$ cat src/rtl/vga_timing_gen.sv
`default_nettype none
// ============================================================================
// Module   : vga_timing_gen
// Brief    : Pixel-rate divider plus raster counters producing DrawX/DrawY,
//            delayed blank/hs/vs and a once-per-frame game tick.
// Revision : 1.0 - initial release
// ============================================================================
module vga_timing_gen #(
    parameter int CLK_DIV    = 2,
    parameter int H_VISIBLE  = 640,
    parameter int H_FP       = 16,
    parameter int H_SYNC     = 96,
    parameter int H_BP       = 48,
    parameter int V_VISIBLE  = 480,
    parameter int V_FP       = 10,
    parameter int V_SYNC     = 2,
    parameter int V_BP       = 33,
    parameter int SYNC_DELAY = 1
) (
    input  logic       CLK,
    input  logic       Reset_n,
    output logic       pixel_clk,
    output logic [9:0] DrawX,
    output logic [9:0] DrawY,
    output logic       blank,
    output logic       hs,
    output logic       vs,
    output logic       frame_clk
);

    localparam int               c_DIV_W    = (CLK_DIV > 1) ? $clog2(CLK_DIV) : 1;
    localparam logic [c_DIV_W-1:0] c_DIV_LAST = c_DIV_W'(CLK_DIV - 1);
    localparam logic [9:0]       c_H_VIS    = 10'(H_VISIBLE);
    localparam logic [9:0]       c_HS_START = 10'(H_VISIBLE + H_FP);
    localparam logic [9:0]       c_HS_END   = 10'(H_VISIBLE + H_FP + H_SYNC);
    localparam logic [9:0]       c_H_LAST   = 10'(H_VISIBLE + H_FP + H_SYNC + H_BP - 1);
    localparam logic [9:0]       c_V_VIS    = 10'(V_VISIBLE);
    localparam logic [9:0]       c_VS_START = 10'(V_VISIBLE + V_FP);
    localparam logic [9:0]       c_VS_END   = 10'(V_VISIBLE + V_FP + V_SYNC);
    localparam logic [9:0]       c_V_LAST   = 10'(V_VISIBLE + V_FP + V_SYNC + V_BP - 1);
    // {act, hs, vs} as seen during blanking
    localparam logic [2:0]       c_BLANKING = 3'b011;

    logic [c_DIV_W-1:0] r_div;
    logic               r_pix;
    logic [9:0]         r_hc;
    logic [9:0]         r_vc;
    logic               r_frame;
    logic [2:0]         r_pipe [0:SYNC_DELAY];

    logic [9:0]         w_hc_nxt;
    logic [9:0]         w_vc_nxt;
    logic [2:0]         w_dec_nxt;

    always_comb begin
        w_hc_nxt = r_hc;
        w_vc_nxt = r_vc;
        if (r_pix) begin
            if (r_hc == c_H_LAST) begin
                w_hc_nxt = 10'd0;
                w_vc_nxt = (r_vc == c_V_LAST) ? 10'd0 : r_vc + 10'd1;
            end else begin
                w_hc_nxt = r_hc + 10'd1;
            end
        end
    end

    // Decoding the post-edge counters keeps stage 0 aligned with DrawX/DrawY.
    always_comb begin
        w_dec_nxt[2] = (w_hc_nxt < c_H_VIS) && (w_vc_nxt < c_V_VIS);
        w_dec_nxt[1] = !((w_hc_nxt >= c_HS_START) && (w_hc_nxt < c_HS_END));
        w_dec_nxt[0] = !((w_vc_nxt >= c_VS_START) && (w_vc_nxt < c_VS_END));
    end

    always_ff @(posedge CLK or negedge Reset_n) begin
        if (!Reset_n) begin
            r_div   <= '0;
            r_pix   <= 1'b0;
            r_hc    <= 10'd0;
            r_vc    <= 10'd0;
            r_frame <= 1'b0;
        end else begin
            r_div   <= (r_div == c_DIV_LAST) ? '0 : r_div + c_DIV_W'(1);
            r_pix   <= (r_div == c_DIV_LAST);
            r_hc    <= w_hc_nxt;
            r_vc    <= w_vc_nxt;
            r_frame <= r_pix && (w_hc_nxt == 10'd0) && (w_vc_nxt == c_V_VIS);
        end
    end

    always_ff @(posedge CLK or negedge Reset_n) begin
        if (!Reset_n) begin
            for (int i = 0; i <= SYNC_DELAY; i++) begin
                r_pipe[i] <= c_BLANKING;
            end
        end else begin
            r_pipe[0] <= w_dec_nxt;
            if (r_pix) begin
                for (int i = 1; i <= SYNC_DELAY; i++) begin
                    r_pipe[i] <= r_pipe[i-1];
                end
            end
        end
    end

    assign pixel_clk = r_pix;
    assign DrawX     = r_hc;
    assign DrawY     = r_vc;
    assign blank     = r_pipe[SYNC_DELAY][2];
    assign hs        = r_pipe[SYNC_DELAY][1];
    assign vs        = r_pipe[SYNC_DELAY][0];
    assign frame_clk = r_frame;

endmodule
`default_nettype wire

$ cat config.mk
export PLATFORM = sky130hd
export DESIGN_NAME = vga_timing_gen
export DESIGN_NICKNAME = d
export VERILOG_FILES = /design/src/rtl/vga_timing_gen.sv
export SDC_FILE = /design/constraint.sdc
export NUM_CORES = 1
export LEC_CHECK = 0
export ABC_CLOCK_PERIOD_IN_PS = 6980
export CAP_MARGIN = 15
export CORE_MARGIN = 2
export CORE_UTILIZATION = 35
export CTS_CLUSTER_DIAMETER = 30
export DETAILED_ROUTE_END_ITERATION = 10
export SETUP_SLACK_MARGIN = 0.4
export SLEW_MARGIN = 20
export SYNTH_ARGS = -nofsm -noshare
export SYNTH_HDL_FRONTEND = slang
export SYNTH_SLANG_ARGS = --single-unit
$ cat constraint.sdc
create_clock -name CLK -period 6.98 [get_ports CLK]
set_clock_uncertainty 0.1 [all_clocks]
set_input_delay 1.396 -clock CLK [delete_from_list [all_inputs] [get_ports CLK]]
set_output_delay 1.396 -clock CLK [all_outputs]
set_load 0.01 [all_outputs]
==> results of run 1 <==
[cell type report]
class / count / area share
multi-input cells: 123 / 0.403
flip-flops and latches: 29 / 0.363
repair buffers: 27 / 0.133
clock buffers: 7 / 0.0478
well taps: 52 / 0.0323
inverters: 10 / 0.0186
clock inverters: 1 / 0.00248
[worst max-delay path: stages, from the launching register on]
cell and delay (ps):
dfrtp_1 480, or4b_4 560, or3_1 610, or4_4 610
a211oi_2 260, o2111ai_1 190, nor4_2 270
[worst max-delay path by stage]
stage                          from         to  slack (ps)
after detailed placement   DrawX[7]  frame_clk        3800
after CTS                 pixel_clk  pixel_clk        3800
after global placement     DrawX[7]  frame_clk        3880
after floorplan            DrawX[7]  frame_clk        4080
final                      DrawX[7]  frame_clk        3810
after global routing      pixel_clk  frame_clk        3620
[cell usage in the layout (no fill, tap or decap), types with 2 or more instances in the layout]
cell type	instances
mux2i_1	2
a21oi_1	7
nor3_1	7
clkdlybuf4s50_1	26
mux2_2	5
nor2_1	11
nand4_1	6
inv_1	10
ha_1	3
dfstp_2	4
xor2_1	3
o2111ai_1	2
nand4b_1	2
nand3_1	12
a2bb2oi_1	2
o22ai_1	3
nor4_1	2
o31ai_1	4
a211oi_1	2
nand2_1	14
clkbuf_8	7
xnor2_1	8
dfrtp_1	25
o21ai_0	7
o211ai_1	2
[power by group]
group / internal, mW / switching [mW] / total [mW]
Clock: 0.0890 / 0.0661 / 0.155
Sequential: 0.168 / 0 / 0.168
Combinational: 0.000855 / 0.00325 / 0.00410
[routing by layer]
layer | track usage | routed length (um) | vias up | part of all wire
met2 | 0.219 | 1720 | 51 | 0.44
met4 | 0.0755 | 68 | 0 | 0.018
met3 | 0.0361 | 207 | 7 | 0.053
met5 | 0 | 0 | - | 0
li1 | - | - | 678 | -
met1 | 0.236 | 1890 | 654 | 0.49
[cells by family after synthesis]
kind of cell	synth area share
buffers and inverters	0.0545
DFF	0.448
muxes	0.0468
and+or+nand+nor	0.225
AOI/OAI and AO/OA	0.143
adders and majority gates	0.0230
xor gates and xnor gates	0.0591
[sequential cells by signal, indices dropped and copies added (netlist names)]
register and flops:
r_div 1, pixel_clk 1, vs 1, frame_clk 1, r_pipe 3, blank 1
hs 1, DrawX 10, DrawY 10
==> results.md, run 1 <==
* Core area at about 0.0044 mm^2
* CTS tree: built
* Max Clk Rate at 315 MHz
* Syn Std Cell Area at 0.00163 mm^2
* EDFF count, synth at 0
* CTS H-tree lvls at 2
* Post-Layout Inst Area at between 0.002 and 0.0025 mm^2
* Worst Max-Slew Pin Slew at 859 ps
* Post-synthesis instance total at between 150 and 200
* Top-count cell post-synth: dfrtp_1
* CP endpoint kind: register
* Row count at 24
* HP Class: reg -> reg
* R2R depth at 6
* Top_reg_cell synth: dfrtp_1
* Layout Nets at approximately 200
* Final GP Congestion at 0.921
* Biggest area consumer among synthesized cells: dfrtp_1
* Die footprint at roughly 0.0052 mm^2
* Post-synthesis sequential element count at 29
* Die Y at 72.3 um
* # port buffers at 26
* Initial Util at 0.370
* First-pass GRT wire length at 6.32 mm
* Worst vdd ir at 0.0000910 V
* R2R Setup Slk at 3810 ps
* Final Hold Vio Count at 0
* Final setup fails at 0
* Avg WL per Cell at 15.6 um
* Status: complete, no violations
* Synth cell count leaders: dfrtp_1, nand2_1, nand3_1
* # hold bufs at CTS at 0
* Static leakage at 0.779 nW
* Remaining DRCs at 0
* Sequential share of the synthesized area at 0.448
* Crit Path Max Fanout at 17
* Post-DP Area at roughly 0.0019 mm^2
* Pre-CTS setup slack at 3800 ps
* Area of the multi-input gates at about 810 um^2
* Fillcell total at 414
* Clk buf depth at 2
* Placed Instances at 241
* Via density at 5.58
* Max_slew headroom at 0.420
* Post-synth ARST share at 1.00
* Total clock sinks at 29
* GRT Total Usage at 0.160
* Yosys warning count at 0
* Chip width at 72.3 um
* Final Slew Violations at 0
* Area Growth Syn to Fin at 23.5%
* Crit start category: register
* Layout Utilization at 0.456
* Yosys cell types at 45
* Reg2reg end: frame_clk
* Sequential cell area at 731 um^2
* Setup TNS at 0 ps
* Hold Startpoint: r_div
* Layout cell share with drive strength beyond 1 at 0.122
* Worst hold slack at 281 ps
* Routed WL at 3.88 mm
* Hold path depth at 0
* Synthesized net count at 178
* Post-route insts no fill at 249
* Final Cycle Share at 0.455
* Clk Latency, worst-skew pair at 290 ps
* PwrDens at approximately 160 mW/mm^2
* Synth top area share at 0.383
* Diodes inserted at 0
* Clock slew at reported path FFs at approximately 70 ps
* Min cycle time layout at 3170 ps
* Final WS setup at 3810 ps
* Pwr Total at 0.327 mW
* Total grt overflow at 0
* Synth area leaders: dfrtp_1, dfstp_2, xnor2_1
* DR vias at 1390
* Drt pass-1 iters at 4
* Synth Area per Inst at 9.43 um^2
* Detailed Place HPWL at 2.76 mm
* PostCTS Resize Cnt at 0
* Hold EP: pixel_clk
* RSZ-0062 raised after global routing: no
* Vias in the first global route at 1252
* Largest net degree at the start of global routing at 30
* Req. time, crit path at 7080 ps
* Post-route ant nets at 0
* Antenna violations before repair at 0
* CTS Buf Count at 5
* Kind of critical path: reg -> reg
* Max-cap check violation count at 0
* CTS root buffer: clkbuf_8
* Drt initial violations at 57
* Postcts setup bufs at 0
* Crit path arrival time at about 3300 ps
* Ports at 27
* Reg-to-Reg Start: DrawX[7]
No activity file was read; power rests on OpenSTA's default activity.
==> run 2: changes to the inputs <==
- ABC_CLOCK_PERIOD_IN_PS: 6980 -> 2760
- clock period: 6.98 -> 2.76 ns (I/O delays scaled with it)
==> results.md, run 2 (synthesis results as in run 1) <==
* Psw at 0.174 mW
* Sw Ratio at 0.210
* Commonest non-fill, non-tap cell in the layout: clkdlybuf4s50_1
* R2R Setup Slk at 100 ps
* Drt initial violations at 87
* Final Cycle Share at 0.963
* Max-cap check violation count at 0
* Antenna violations before repair at 0
* Met2 wire len at 2.16 mm
* Layout Utilization at 0.508
* Chip width at between 70 and 80 um
* Vias in the first global route at 1495
* Req. time, crit path at 2850 ps
* # port buffers at 26
* Largest net degree at the start of global routing at 30
* Final GP Congestion at 0.950
* # hold bufs at CTS at 0
* Total clock sinks at 29
* Final setup fails at 0
* Sequential share of power at 0.515
* First-pass GRT wire length at 7.24 mm
* Final Slew Violations at 0
* Placed Instances at around 260
* Total grt overflow at 0
* Drt pass-1 iters at 5
* Area Growth Syn to Fin at 37.5%
* CTS tree: built
* Clock share of power at 0.473
* Post-route ant nets at 0
* Status: complete, no violations
* Kind of critical path: reg -> reg
* Cell Chain, Critical Path: or4b_4 > or3_4 > nor2_4 > mux2_4 > or4_4 > nor4_2
* Min cycle time layout at 2660 ps
* Diodes inserted at 0
* Routed length on met3 at ~210 um
* Detailed Place HPWL at 3.12 mm
* Max Used Layer: met4
* CTS root buffer: clkbuf_8
* Comb power frac at 0.013
* Clk buf depth at 2
* Most frequent cells in the layout: clkdlybuf4s50_1, dfrtp_1, buf_4, nand2_1, nand3_1
* Worst vdd ir at 0.000263 V
* HP Class: reg -> reg
* Crit start category: register
* Met1 wire length at 1.98 mm
* Post-route insts no fill at 269
* Pwr Total at 0.826 mW
* CTS Buf Count at 5
* Final Hold Vio Count at 0
* Largest stage delay on the critical path at 540 ps
* Clk Latency, worst-skew pair at about 290 ps
* Layout Nets at 221
* Max Clk Rate at around 380 MHz
* CTS H-tree lvls at 2
* Crit path arrival time at 2750 ps
* Routed WL at 4.47 mm
* Via density at 5.64
* PwrDens at roughly 370 mW/mm^2
* CP endpoint kind: register
* Initial Util at 0.370
* Avg WL per Cell at 16.6 um
* Worst Max-Slew Pin Slew at approximately 640 ps
* Worst hold slack at about 280 ps
* Clock slew at reported path FFs at 60 ps
* Core area at 0.00441 mm^2
* Remaining DRCs at 0
* Static leakage at 0.892 nW
* GRT Total Usage at 0.180
* RSZ-0062 raised after global routing: yes
* Die Y at 72.3 um
* Int Pwr at 0.653 mW
* Row count at 24
* DR vias at 1518
* Crit Path Max Fanout at 7
* Die footprint at 0.00522 mm^2
* Ports at 27
* Layout cell share with drive strength beyond 1 at 0.244
* Max_slew headroom at 0.572
* Crit-path slowest cell: or4b_4
## run 2: metrics by stage
stage	instance area (um^2)	setup slack (ps)	setup TNS, ps
CTS	2210	96.2	0
finish	2240	101	0
floorplan	1650	-36.3	-36.3
global placement	2060	49.7	0
detailed placement	2060	10.8	0
global route	2240	-1.87	-1.87
## run 2: layer usage
layer	track usage	vias to the layer above
li1	-	714
met3	0.0472	13
met4	0.0755	0
met5	0	-
met1	0.247	744
met2	0.271	47
## run 2: power groups by stage
stage               sequential (mW)  clock, mW  combinational (mW)
finish                        0.425      0.391              0.0103
floorplan                     0.433          0         0.000000286
global placement              0.433          0              0.0108
CTS                           0.425      0.404              0.0112
global route                  0.425      0.424              0.0125
detailed placement            0.433          0              0.0112
## run 2: path summary, 6_finish.rpt
path                               start  cells after the start        end
min in group asynchronous        Reset_n                      2   DrawY[8]
worst max-delay path            DrawX[6]                      6  frame_clk
worst min register to register     r_div                      0  pixel_clk
max in group asynchronous        Reset_n                      2         vs
worst max register to register  DrawX[6]                      6  frame_clk
worst min-delay path               r_div                      0  pixel_clk
## run 2: final cells by class
class	instances	area (um^2)
clock buffers	7	96.3
clock inverters	1	5.00
well taps	52	65.1
fillers	398	2170
multi-input cells	123	891
repair buffers	47	418
inverters	10	37.5
flip-flops and latches	29	731
## run 2: timing repair
| action | in CTS | in global routing |
|---|---|---|
| setup buffers | 0 | 2 |
| endpoints found under the setup margin | 4 | 3 |
| pin swaps | 1 | 0 |
| gates resized for setup | 8 | 3 |
| endpoints found under the hold margin | 0 | 0 |
## run 2: critical path, delay by kind of cell (launching register included)
kind             cells  cell delay [ps]
DFF                  1              370
muxes                1              310
and+or+nand+nor      5             1790
